--- config.mk ---
export PLATFORM = sky130hd
export DESIGN_NAME = writeback
export DESIGN_NICKNAME = d
export VERILOG_FILES = /design/src/rtl/writeback.sv
export SDC_FILE = /design/constraint.sdc
export NUM_CORES = 1
export LEC_CHECK = 0
export CORE_MARGIN = 2
export CORE_UTILIZATION = 40
export CTS_BUF_LIST = sky130_fd_sc_hd__clkbuf_8
export DETAILED_ROUTE_END_ITERATION = 8
export GPL_ROUTABILITY_DRIVEN = 1
export PLACE_DENSITY = 0.73
export SETUP_SLACK_MARGIN = 0.5
export SLEW_MARGIN = 10
export SYNTH_ARGS = -nofsm -noshare
export SYNTH_HDL_FRONTEND = slang
export SYNTH_SLANG_ARGS = --single-unit
--- constraint.sdc ---
create_clock -name clk -period 2.6 [get_ports clk]
set_clock_uncertainty 0.2 [all_clocks]
set_input_delay 0.26 -clock clk [delete_from_list [all_inputs] [get_ports clk]]
set_output_delay 0.26 -clock clk [all_outputs]
set_load 0.05 [all_outputs]
--- src/rtl/writeback.sv ---
// MEM/WB pipeline register and writeback stage: load lane extraction, result select, misaligned-load reporting.
// Optional retired-instruction counter and `instret` port are enabled by defining WB_INSTRET_EN.
module writeback #(
    parameter int OPERAND_WIDTH = 32,
    parameter int REG_ADDR_W    = 5,
    parameter int INSTRET_W     = 64
) (
    input  logic                     clk,
    input  logic                     rst,
    input  logic                     stall,
    input  logic                     flush,
    input  logic                     in_valid,
    input  logic [OPERAND_WIDTH-1:0] alu_result,
    input  logic [31:0]              mem_data,
    input  logic [OPERAND_WIDTH-1:0] pc_plus4,
    input  logic [REG_ADDR_W-1:0]    rd,
    input  logic                     ctrl_reg_write,
    input  logic                     ctrl_mem_read,
    input  logic [2:0]               ctrl_word_size,
    input  logic [1:0]               ctrl_wb_sel,
    output logic                     wb_en,
    output logic [REG_ADDR_W-1:0]    wb_rd,
    output logic [OPERAND_WIDTH-1:0] wb_data,
    output logic                     misalign_err,
    output logic [OPERAND_WIDTH-1:0] misalign_addr
`ifdef WB_INSTRET_EN
    ,
    output logic [INSTRET_W-1:0]     instret
`endif
);

    logic                     v_q;
    logic [OPERAND_WIDTH-1:0] alu_q;
    logic [31:0]              mem_q;
    logic [OPERAND_WIDTH-1:0] pc4_q;
    logic [REG_ADDR_W-1:0]    rd_q;
    logic                     rw_q;
    logic                     mr_q;
    logic [2:0]               ws_q;
    logic [1:0]               sel_q;
    logic                     reported_q;
    logic [OPERAND_WIDTH-1:0] maddr_q;

    logic [1:0]               a;
    logic [7:0]               byte_lane;
    logic [15:0]              half_lane;
    logic                     is_byte;
    logic                     is_half;
    logic                     is_word;
    logic                     misaligned;
    logic [OPERAND_WIDTH-1:0] load_data;

    always_ff @(posedge clk or negedge rst) begin
        if (!rst) begin
            v_q        <= 1'b0;
            alu_q      <= '0;
            mem_q      <= '0;
            pc4_q      <= '0;
            rd_q       <= '0;
            rw_q       <= 1'b0;
            mr_q       <= 1'b0;
            ws_q       <= '0;
            sel_q      <= '0;
            reported_q <= 1'b0;
            maddr_q    <= '0;
        end else begin
            if (flush)       v_q <= 1'b0;
            else if (!stall) v_q <= in_valid;
            // payload fields are don't-care under flush, so they simply follow stall
            if (!stall) begin
                alu_q <= alu_result;
                mem_q <= mem_data;
                pc4_q <= pc_plus4;
                rd_q  <= rd;
                rw_q  <= ctrl_reg_write;
                mr_q  <= ctrl_mem_read;
                ws_q  <= ctrl_word_size;
                sel_q <= ctrl_wb_sel;
            end
            reported_q <= (flush || !stall) ? 1'b0 : (reported_q | misalign_err);
            if (misalign_err) maddr_q <= alu_q;
        end
    end

    assign a         = alu_q[1:0];
    assign byte_lane = mem_q[{a, 3'b000} +: 8];
    assign half_lane = mem_q[{a[1], 4'b0000} +: 16];
    // funct3[1:0] picks the access size; unlisted encodings fall into the word case
    assign is_byte   = (ws_q[1:0] == 2'b00);
    assign is_half   = (ws_q[1:0] == 2'b01);
    assign is_word   = ws_q[1];

    always_comb begin
        load_data = OPERAND_WIDTH'(mem_q);
        if (is_byte)
            load_data = {{(OPERAND_WIDTH-8){byte_lane[7] & ~ws_q[2]}}, byte_lane};
        else if (is_half)
            load_data = {{(OPERAND_WIDTH-16){half_lane[15] & ~ws_q[2]}}, half_lane};
    end

    assign misaligned = v_q & mr_q & ((is_half & a[0]) | (is_word & (a != 2'b00)));

    always_comb begin
        wb_data = alu_q;
        case (sel_q)
            2'b01:   wb_data = load_data;
            2'b10:   wb_data = pc4_q;
            default: wb_data = alu_q;
        endcase
    end

    assign wb_rd         = rd_q;
    assign wb_en         = v_q & rw_q & (rd_q != '0) & ~misaligned;
    assign misalign_err  = misaligned & ~reported_q;
    assign misalign_addr = misalign_err ? alu_q : maddr_q;

`ifdef WB_INSTRET_EN
    logic [INSTRET_W-1:0] instret_q;

    // counting only on non-stalled edges retires each held instruction exactly once
    always_ff @(posedge clk or negedge rst) begin
        if (!rst)
            instret_q <= '0;
        else if (v_q && !misaligned && !stall)
            instret_q <= instret_q + 1'b1;
    end

    assign instret = instret_q;
`endif

endmodule

# Word-level counts from Yosys, hierarchy flattened
# Cells that the tools add are included.
# word_totals
regBits	142
# op_classes
n_eq_ne	4
shift	2
n_mux	7
n_bitwise	15
n_reduce_logical	5
# ops
operator	n
32-bit two-way mux	3
32-bit case mux with 2 select lines	1
32-bit by 6-bit indexed part select with 16-bit output	1
32-bit by 6-bit indexed part select with 8-bit output	1
1-bit bitwise AND	10
5-bit nonzero test	1
2-bit by 1-bit == test with 1-bit output, second input constant	2
1-bit two-way mux	3
1-bit NOT	3
2-bit == test, second input constant	1
2-bit zero test	1
2-bit by 1-bit != test with 1-bit output, second input constant	1
1-bit OR	2
2-bit nonzero test	1
1-bit zero test	1
1-bit logical OR	1

# Longest topological paths before layout
# Gate-level depths: netlist of the first run.
# depth
depth_word	7
mapped_depth	7

# Worst setup path before layout of the first run
# Ideal clock, no wire load.
# synth_timing
kind	register to output
startpoint	register ws_q[0]
endpoint	output wb_data[0]
arrival_ns	2.193
required_ns	2.140
path_slack_ns	-0.053
stages_incl_launch_ff	6
n_path_buf	1
path_cell_list	dfrtp_1 -> buf_6 -> nand2b_1 -> a21oi_1 -> o221ai_1 -> o21ai_0
# synth_via
elab_chain_cells	4
word_cells_on_any_way	5
# synth_lines
element	line_no	rtl
start: declaration	39	logic [2:0] ws_q;
start signal: assignment	77	ws_q <= ctrl_word_size;
2-bit by 1-bit == test with 1-bit output	90	assign is_half = (ws_q[1:0] == 2'b01);
32-bit two-way mux	97	else if (is_half)
32-bit two-way mux (*)	95	if (is_byte)
32-bit case mux with 2 select lines (*)	105	case (sel_q)
end: declaration	23	output logic [OPERAND_WIDTH-1:0] wb_data,
# Mark *: on every way between the ends. The rest lies on a longest branch, timed or not.

# Worst setup path in the final report of the first run
# layout_timing
startpoint	register alu_q[1]
endpoint	output wb_data[9]
# layout_via
elab_chain_cells	4
word_cells_on_any_way	6
# layout_lines
element	line_no	rtl
start: declaration	33	logic [OPERAND_WIDTH-1:0] alu_q;
start signal: assignment	71	alu_q <= alu_result;
32-bit by 6-bit indexed part select with 16-bit output or 32-bit by 6-bit indexed part select with 8-bit output (tied branches)	87, 86	
32-bit two-way mux or 1-bit bitwise AND (tied branches)	97, 96	
32-bit two-way mux (*)	95	
32-bit case mux with 2 select lines (*)	105	
# Marks and branches as above.

==> metrics list, run 1 <==
- For met3 alone, demand over resource in global routing was 5.78%.
* Width of the chip: 134 µm
- In this run, distinct cell masters in the synthesized netlist total 40.
- Max-cap violations in this run came to 0.
- Run status: complete, but fails checks
* Synth top area share: 52.6%
- Peak VDD IR: 0.694 mV
* Total congestion overflow: 0
* Unrepaired setup endpoints after global routing: true
- Synthesized-area fraction occupied by xor and xnor cells: 0%
* Global-route wire length before repair: 31300 µm
* Cell area after synthesis: 6760 µm²
- Layout overhead on the synthesized area: 58.9%
- Routed wire length: 21000 µm
- Sequential fraction of the synthesis area: 52.6%
* Delay of the slowest cell on the worst path: 0.44 ns
- The final layout contains 854 nets.
- Fraction of met1 tracks used by global routing: 29.1%
- Among all stages on the critical path, the largest delay is contributed by sky130_fd_sc_hd__dfrtp_2.
- Including well taps, the total number of placed cells is 904.
- Core ar.: 16500 µm²
- The later pin in the worst-skew pair is clocked with a latency of 0.45 ns.
- Measured against its own limit, the worst slew margin works out to 59.3%.
- Clock tree from TritonCTS: built
- In this run the static leakage power is 0.00448 µW.
* FF+latch count, synth: 142
- In the synthesized netlist, the number of instances is 518.
- Routed wire length per instance: 21.6 µm
- Of all nets on the critical path, the largest fanout is 8.
- After clock tree synthesis, the clock-pin slew on the worst setup and hold paths is 0.08 ns.
- Combined global-route utilization of all metal layers: 22.8%
- met2 is the most crowded layer.
- Synthesis Warnings: 0
* Number of buffers inserted by port buffering: 183
* Final-report max-slew violation count: 0
* Core Util, Final: 65.0%
* Clk buf depth: 2
- Of the total synthesized cell area, the portion taken by AND, OR, NAND and NOR gates is 6.89%.
- The number of global-route vias before repair was 5470.
- Cell types with the highest counts after synthesis: sky130_fd_sc_hd__dfrtp_1, sky130_fd_sc_hd__mux2_2, sky130_fd_sc_hd__nand2_1
* Portion of netlist area occupied by mux cells: 26.8%
* Predominant post-synthesis flop cell: sky130_fd_sc_hd__dfrtp_1
- The floorplan step defined a die boundary enclosing 18000 µm².
* Number of sinks handled by clock tree synthesis: 142
* Worst Path Required: 2.14 ns
- After detailed routing, the number of vias per cell comes to 5.30.
- Power per cell area: 850 nW/µm²
* Max Clock Freq: 371 MHz
- Detailed routing inserted a total of 5154 vias.
- Entering global routing, the biggest net connects 62 pins.
- By area, the combinational part of the netlist is dominated by multiplexers.
* Fraction of final layout cells sized beyond drive strength 1: 47.3%
- Clk Tree Root Cell: sky130_fd_sc_hd__clkbuf_8
- Number of clock buffers inserted by TritonCTS: 17
- Summing the areas of all compound-gate instances in the mapped netlist gives 9.40% of the synthesized area.
* Total Neg Setup Slack: -3.54 ns
- Endpoint type of the worst setup path: output port
- For this run, the detailed router's first-pass iteration total came to 5.
* Crit path DAT: 2.23 ns
- The final number of hold-violating endpoints was 0.
- The tightest min-delay check is of the input port to async pin type.
- Broken down by cell family, the worst path's largest delay share belongs to compound AO/OA/AOI/OAI gates.
* Number of nets still failing antenna checks after routing: 0
* Non-filler cells, final: 973
- Share of flip-flops with an asynchronous set or reset after synthesis: 100%
* Cell types with the largest area share after synthesis: sky130_fd_sc_hd__dfrtp_1, sky130_fd_sc_hd__mux2_2, sky130_fd_sc_hd__mux2_4, sky130_fd_sc_hd__nand2_1, sky130_fd_sc_hd__mux2i_1
- For this run, design rule violations remaining after detail routing come to 0.
- The synthesized design contains 0 enable-type register cells.
* Number of antenna violations at the first check in global routing: 1
- Walking the worst path, the cells encountered are buf_6 -> mux2i_4 -> o31ai_1 -> o21a_2 -> a221o_2 -> buf_12.
- Post-synthesis share of cell area spent on full adders, half adders and majority gates: 0.370%
* Startpoint class of the critical path: register
* WP buf/inv: 2
- Pre-CTS WS: 0.306 ns
- Starting density of the core: 40.9%
* Violated checks: negative setup slack
- Of the available clock period, the critical path in the final layout requires 104%.
- Worst setup path category: register to output port
- After layout, the worst setup slack is -0.0921 ns.
- Pin placement for this block handled 184 I/O pins.
- Post-route minimum period: 2.69 ns
* Actual transition at the worst max-transition pin: 0.611 ns
- Summed over all instances, the cell type with the most area after synthesis is sky130_fd_sc_hd__dfrtp_1.
* Count leader, synth: sky130_fd_sc_hd__dfrtp_1
- Syn Area/Cell: 13.0 µm²
- Global-route track usage on met2: 38.7%
- DRC marker count from the first detailed-route iteration: 307
- Detailed Place HPWL: 13800 µm
- Number of placement rows: 47
* H-tree levels: 4
- Routability congestion estimate from global placement: 0.872
* Setup Viol. Count Final: 54
- Net Count, Synth: 633
- Die Span Y: 134 µm
[cells by family (layout without fill, tap and decap cells)]
group / after synthesis / after routing
AOI/OAI and AO/OA: 79 / 79
muxes: 152 / 152
adders and majority gates: 2 / 2
buffers and inverters: 42 / 276
other: 0 / 1
and+or+nand+nor: 101 / 101
DFF: 142 / 142
[flip-flops by register name (all words and copies together) (netlist names)]
signal	cells
rw_q	1
wb_rd	5
v_q	1
alu_q	32
reported_q	1
sel_q	2
mr_q	1
mem_q	32
pc4_q	32
ws_q	3
maddr_q	32
[report_power, final]
group | total (µW) | leakage, µW | switching [µW] | internal [µW]
Sequential | 2820 | 0.00168 | 228 | 2590
Clock | 1780 | 0.000214 | 859 | 919
Combinational | 4540 | 0.00259 | 2310 | 2220
[worst paths after layout]
check                           depth (start not counted)           to  slack, ns         start
worst min register to register                          1    pc4_q[20]       0.31     pc4_q[20]
min in group clk                                        2    mem_q[30]       0.22  mem_data[30]
max in group asynchronous                               3    alu_q[21]       1.36           rst
worst min-delay path                                    2   maddr_q[2]       0.18           rst
worst max register to register                          7  maddr_q[20]       0.52      alu_q[1]
worst max-delay path                                    6   wb_data[9]      -0.09      alu_q[1]
[per-layer routing]
metal | share of wire [%] | routed length, µm
met4 | 1.8 | 378
met5 | 0 | 0
met1 | 42 | 8810
met3 | 6.5 | 1360
met2 | 50 | 10500
[stage by stage]
stage               total power, µW  hold slack (ns)  cell area (µm²)
finish                         9130            0.179            10700
global route                   9470            0.192            10700
CTS                            9010            0.176            10400
detailed placement             7030           0.0905             9560
global placement               6980           0.0840             9560
floorplan                      5160           -0.236             7060
[layout make-up]
type | count | area [µm²]
antenna | 1 | 2.50
clock buffer | 20 | 275
clock inverter | 12 | 123
fill | 1207 | 5790
inverter | 5 | 21.3
multi-input combinational | 334 | 3420
sequential | 142 | 3560
tap | 220 | 275
timing repair buffer | 239 | 3060
[layout by cell type (no fill, tap or decap), types with 3 or more instances in the layout]
cell type,Yosys,layout
sky130_fd_sc_hd__a21oi_1,9,7
sky130_fd_sc_hd__a2bb2oi_1,7,7
sky130_fd_sc_hd__clkdlybuf4s50_1,0,110
sky130_fd_sc_hd__nor2b_1,13,12
sky130_fd_sc_hd__o21ai_4,0,7
sky130_fd_sc_hd__buf_8,0,4
sky130_fd_sc_hd__buf_4,1,26
sky130_fd_sc_hd__buf_6,6,26
sky130_fd_sc_hd__o221ai_2,6,4
sky130_fd_sc_hd__clkbuf_16,0,3
sky130_fd_sc_hd__o22ai_1,9,9
sky130_fd_sc_hd__buf_12,3,61
sky130_fd_sc_hd__a22oi_1,4,4
sky130_fd_sc_hd__nor2_1,26,25
sky130_fd_sc_hd__nand2_1,49,45
sky130_fd_sc_hd__a21oi_2,1,3
sky130_fd_sc_hd__clkbuf_8,0,20
sky130_fd_sc_hd__o221ai_4,0,14
sky130_fd_sc_hd__clkinv_4,0,4
sky130_fd_sc_hd__dlygate4sd2_1,0,5
sky130_fd_sc_hd__mux2_2,111,108
sky130_fd_sc_hd__inv_1,5,7
sky130_fd_sc_hd__o21ai_2,2,6
sky130_fd_sc_hd__mux2i_1,11,10
sky130_fd_sc_hd__dfrtp_1,142,140
sky130_fd_sc_hd__mux2_4,29,32
sky130_fd_sc_hd__a221o_2,0,8
[timing repair]
item	in CTS	in global routing
hold buffers	2	0
setup endpoints to repair	71	66
hold endpoints to repair	61	0
cloned	2	3
setup buffers	17	12
gates resized for setup	67	33
pin swaps	7	14
Note: power is estimated with default switching activity, not from simulation.
==> inputs of run 2 (changes only) <==
- CORE_UTILIZATION: 40 -> 45
- PLACE_DENSITY: 0.73 -> 0.8
==> metrics list, run 2 (synthesized netlist as in run 1, its figures left out) <==
- Crit Path Max Fanout: 8
* Starting density of the core: 46.3%
- Detailed Place HPWL: 13600 µm
- Number of sinks handled by clock tree synthesis: 142
* Terminus of the critical flop-to-flop path: maddr_q[15]
- Summed over all cells, the static leakage comes to 0.00445 µW.
- The clock passes through at most 2 buffers.
- The core region is 14600 µm².
* Clock tree from TritonCTS: built
- Number of placement rows: 44
* Violated checks: negative setup slack
- Routed wire length: 20000 µm
- Including well taps, the total number of placed cells is 870.
- Non-filler cells, final: 935
* Max Clock Freq: 365 MHz
* Endpoint type of the worst setup path: output port
- DR pass1 iterations: 6
* Number of clock buffers inserted by TritonCTS: 17
- Data on the critical path is required at its endpoint by 2.14 ns.
- The repair_antennas step left the layout with diodes totalling 0.
- Source of the worst register-to-register timing path: alu_q[1]
- Pin count of the biggest net entering global routing: 63
- Adding up every negative setup slack in the final design gives -4.93 ns.
- The first global-routing pass estimated 30900 µm of wire.
* Width of the chip: 127 µm
- STA classifies the critical path startpoint as a register.
- Summing all flip-flop and latch instances after layout gives 3560 µm².
* Die Footprint: 16000 µm²
- The filler cells instantiated in the layout total 881.
- For the worst-skew pair, the clock arrives at the later sink with an insertion delay of 0.47 ns.
- Global routing finished with a remaining overflow of 0.
- The final number of hold-violating endpoints is 0.
- In the finished design, the share of the clock period the worst path needs comes to 105%.
- Avg Vias per Cell: 5.56
* Count of boundary I/O pins: 184
- The worst pin sits at a relative slew slack of 60.7%.
- Layout net count: 853
- At the placement stage, the worst setup path has a slack of -0.119 ns.
- Crit path DAT: 2.28 ns
- Clock-pin slew was measured on the worst setup and hold paths at 0.08 ns.
* Actual transition at the worst max-transition pin: 0.590 ns
* Number of antenna violations at the first check in global routing: 0
- Once detail routing completed, the nets flagged for antenna violations numbered 0.
* Area of the multi-input gates: 3370 µm²
- Routed wire length per instance: 21.4 µm
* Vias: 5194
* Worst reg2reg path depth: 9
- From bottom edge to top edge, the die measures 127 µm.
* Routability congestion estimate from global placement: 0.930
* Number of maximum-capacitance constraint violations: 0
- Top library cells by usage in the layout, fill and taps aside: sky130_fd_sc_hd__dfrtp_1, sky130_fd_sc_hd__clkdlybuf4s50_1, sky130_fd_sc_hd__mux2_2
- The run finished, with violations left.
- Number of design rule violations left after detail routing: 0
* DRC marker count from the first detailed-route iteration: 287
- Layout overhead on the synthesized area: 57.8%
- Most common cell after layout, fill and taps aside: sky130_fd_sc_hd__dfrtp_1
* Post-route minimum period: 2.74 ns
- Across all register-to-register paths, the minimum setup slack is 0.52 ns.
- Cells with a size suffix above 1 make up 47.7% of the layout.
- Setup repair after global routing could not meet its margin everywhere.
- The count of buffers added on input and output ports is 183.
* Setup Viol. Count Final: 54
- The final max-slew violation count came to 0.
- Once routing completed, OpenROAD measured the worst setup slack at -0.143 ns.
- The root buffer cell chosen for the clock tree is sky130_fd_sc_hd__clkbuf_8.
- Worst setup path category: register to output port
- The worst hold path belongs to the class input port to async pin.
- Power per cell area: 867 nW/µm²
- The number of global-route vias before repair was 5641.
- CTS built an H-tree with a depth of 4.
- Peak VDD IR: 0.649 mV
- Combined global-route utilization of all metal layers: 25.0%
## run 2: changes by cell type in the layout (fill, tap and decap cells not counted), moves of 3 or more
| cell | change |
|---|---|
| sky130_fd_sc_hd__buf_6 | -6 |
| sky130_fd_sc_hd__buf_4 | +5 |
| sky130_fd_sc_hd__a21oi_2 | -3 |
| sky130_fd_sc_hd__clkinv_4 | -3 |
| sky130_fd_sc_hd__clkinvlp_4 | +3 |
| sky130_fd_sc_hd__nand2_1 | +3 |
## run 2: cell type report
type,instances,area share [%]
Sequential cell,142,33.4
Multi-Input combinational cell,334,31.6
Timing Repair Buffer,238,28.5
Clock buffer,19,2.45
Tap cell,184,2.16
Clock inverter,13,1.75
Inverter,5,0.176
## run 2: repair_timing
action,CTS,global route
resized for setup,55,22
hold endpoints to repair,60,0
gates cloned,3,1
hold buffers,1,0
endpoints found under the setup margin,71,67
setup buffers,25,3
pin swaps,17,7
## run 2: worst max-delay path, cell delays in order, from the launching register on
cell                      delay, ns
sky130_fd_sc_hd__dfrtp_2       0.45
sky130_fd_sc_hd__mux2i_2       0.31
sky130_fd_sc_hd__buf_4         0.15
sky130_fd_sc_hd__o31ai_1       0.05
sky130_fd_sc_hd__o21a_2        0.29
sky130_fd_sc_hd__a221o_2       0.40
sky130_fd_sc_hd__buf_12        0.16
## run 2: through the flow
stage / hold WS, ns / power (µW) / util (%) / cell area (µm²)
final: 0.148 / 9250 / 73.1 / 10700
after global routing: 0.150 / 9570 / 73.1 / 10700
after CTS: 0.141 / 9220 / 72.1 / 10500
after detailed placement: 0.0879 / 7030 / 65.4 / 9540
after global placement: 0.0791 / 6970 / 65.4 / 9540
after floorplan: -0.236 / 5160 / - / 7060
## run 2: worst max-delay path by stage
stage                         from                end  slack [ns]  depth (start not counted)
after detailed placement  alu_q[1]        wb_data[20]       -0.12                          5
after floorplan            ws_q[0]         wb_data[3]        0.32                          5
after global placement    alu_q[1]        wb_data[20]        0.03                          5
final                     alu_q[1]        wb_data[14]       -0.14                          6
after global routing      alu_q[1]  misalign_addr[30]       -0.21                          9
after CTS                 alu_q[1]        wb_data[14]       -0.12                          6
## run 2: report_power, final
| part | switching [µW] | internal, µW |
|---|---|---|
| clock network | 897 | 1100 |
| logic | 2270 | 2170 |
| registers | 226 | 2590 |
| total | 3390 | 5860 |
## run 2: per-layer routing
metal	wire (µm)	track usage, %	vias up
met4	427	8.60	0
li1	-	-	2321
met2	9750	41.0	208
met3	1510	7.59	38
met1	8360	31.6	2627
met5	0	0	-
==> inputs of run 3 (changes only) <==
- CORE_UTILIZATION: 45 -> 50
- PLACE_DENSITY: 0.8 -> 0.87
==> metrics list, run 3 (synthesized netlist as in run 1, its figures left out) <==
* Routability congestion estimate from global placement: 0.891
- Power per cell area: 849 nW/µm²
- TritonCTS built the clock tree.
* Total Power Consumption: 9220 µW
* Pin count of the biggest net entering global routing: 53
* Avg Vias per Cell: 5.75
* Placed instance area: 9550 µm²
- Timing analysis after detailed placement gives a worst setup slack of -0.0782 ns.
- Data on the critical path arrives at its endpoint at 2.38 ns.
- Most common cell after layout, fill and taps aside: sky130_fd_sc_hd__dfrtp_1
- For this run, the detailed router's first-pass iteration total came to 6.
* Run status: complete, but fails checks
- Number of nets still failing antenna checks after routing: 0
- Following the worst setup path forward leads to its endpoint at misalign_addr[22].
* Peak VDD IR: 0.600 mV
- Worst setup path category: register to output port
- After layout, the minimum clock period comes to 2.84 ns.
- Relative to the synthesized area, the layout overhead comes to 60.7%.
- Worst R2R Setup Slack: 0.41 ns
* Global-route wire length before repair: 34300 µm
* Final-report max-slew violation count: 0
- Startpoint class of the critical path: register
- Highest-utilization routing layer at the global route stage: met2
* Global-route met3 utilization: 9.20%
- Number of clock buffers inserted by TritonCTS: 17
- In the final layout, flip-flops and latches occupy 3560 µm².
* Violated checks: negative setup slack
* Fraction of met1 tracks used by global routing: 38.8%
- During placement, the flow inserted port buffers numbering 183.
- Area of the multi-input gates: 3360 µm²
- Source of the worst register-to-register timing path: ws_q[0]
- Terminus of the critical flop-to-flop path: maddr_q[2]
- The final layout contains 881 nets.
- Count of boundary I/O pins: 184
- Crit Path Max Fanout: 5
* Worst Path Required: 2.14 ns
* Number of maximum-capacitance constraint violations: 0
- Detailed placement finished with a half-perimeter wire length of 14200 µm.
- DRC marker count from the first detailed-route iteration: 464
* Routed wire length per instance: 23.9 µm
- The die is 120 µm wide.
- Routed wire length: 22800 µm
- Top library cells by usage in the layout, fill and taps aside: sky130_fd_sc_hd__dfrtp_1, sky130_fd_sc_hd__clkdlybuf4s50_1, sky130_fd_sc_hd__mux2_2
- Clock-pin slew was measured on the worst setup and hold paths at 0.09 ns.
- Leaving out filler cells and counting taps, the final layout contains 954.
- Clk Tree Root Cell: sky130_fd_sc_hd__clkbuf_8
* Worst Hold Margin: 0.0896 ns
* Antenna fix cells: 0
- The initial antenna violation count is 0.
* Vias: 5487
- Clk buf depth: 2
- In this run, placement finished with an instance count of 866.
* Worst hold path type: input port to async pin
- Setup violations remaining at the end of the flow were counted as 65.
* Worst reg2reg path depth: 9
- Counting the fill cells in the layout gives 691.
* Final Cell Area: 10900 µm²
- Fraction of final layout cells sized beyond drive strength 1: 47.9%
* Endpoint type of the worst setup path: output port
* Actual transition at the worst max-transition pin: 0.511 ns
- Number of placement rows: 42
* Max Clock Freq: 352 MHz
- Period utilization: 109%
* Worst skew pair latency: 0.48 ns
* Vias in the first global route: 5882
- Static leakage: 0.00459 µW
* Starting density of the core: 51.0%
- Counting every sink on the clock net gives 142.
* H-tree levels: 4
- Setup repair after global routing could not meet its margin everywhere.
* Die Span Y: 120 µm
- Die Footprint: 14500 µm²
* Combined global-route utilization of all metal layers: 32.0%
- Measured against its own limit, the worst slew margin works out to 66.1%.
* Total count of hold-check failures in the final report: 0
* Number of design rule violations left after detail routing: 0
- Crit path setup slack, layout: -0.240 ns
- In this run the standard cell core region covers 13200 µm².
- Global-route track usage on met2: 54.1%
* Launch point of the worst path: ws_q[0]
* Total congestion overflow: 0
## run 3: layer usage
layer	vias up	share of wire [%]
met5	-	0
met4	0	3.2
met3	65	7.4
met2	249	51
met1	2805	39
li1	2368	-
## run 3: final cells by class
cell class	instances	area share [%]
repair buffers	266	30.8
multi-input cells	334	30.9
clock inverters	14	1.19
inverters	5	0.173
flip-flops and latches	142	32.7
clock buffers	17	2.15
well taps	176	2.03
## run 3: timing repair
item | CTS | global route
pin swaps | 20 | 12
endpoints found under the hold margin | 115 | 0
endpoints found under the setup margin | 73 | 81
gates cloned | 5 | 1
hold buffers | 1 | 0
gates resized for setup | 63 | 23
buffers inserted | 39 | 11
## run 3: per-stage QoR
| stage | TNS [ns] | utilization [%] |
|---|---|---|
| floorplan | 0 | - |
| global placement | 0 | 72.1 |
| detailed placement | -0.467 | 72.1 |
| CTS | -4.68 | 80.4 |
| global route | -14.16 | 82.0 |
| finish | -10.39 | 82.0 |
## run 3: worst max-delay path, cell delays in order, from the launching register on
cell and delay [ns]:
sky130_fd_sc_hd__dfrtp_1 0.43, sky130_fd_sc_hd__buf_6 0.14, sky130_fd_sc_hd__o21ai_4 0.06, sky130_fd_sc_hd__a21oi_4 0.16
sky130_fd_sc_hd__nor2b_4 0.23, sky130_fd_sc_hd__buf_6 0.13, sky130_fd_sc_hd__buf_12 0.12, sky130_fd_sc_hd__buf_16 0.14
sky130_fd_sc_hd__mux2_4 0.33, sky130_fd_sc_hd__buf_12 0.15
## run 3: worst min-delay path by stage
stage           from  depth (start not counted)          to
3_5_place_dp     rst                          1  maddr_q[6]
6_report         rst                          2   mem_q[15]
5_1_grt        stall                          2  reported_q
2_1_floorplan    rst                          0    alu_q[0]
3_3_place_gp     rst                          1  maddr_q[6]
4_1_cts        stall                          2  reported_q
## run 3: where the power goes
group	total, µW	internal, µW	switching [µW]
clock network	1710	828	884
registers	2830	2590	240
logic	4680	2310	2370
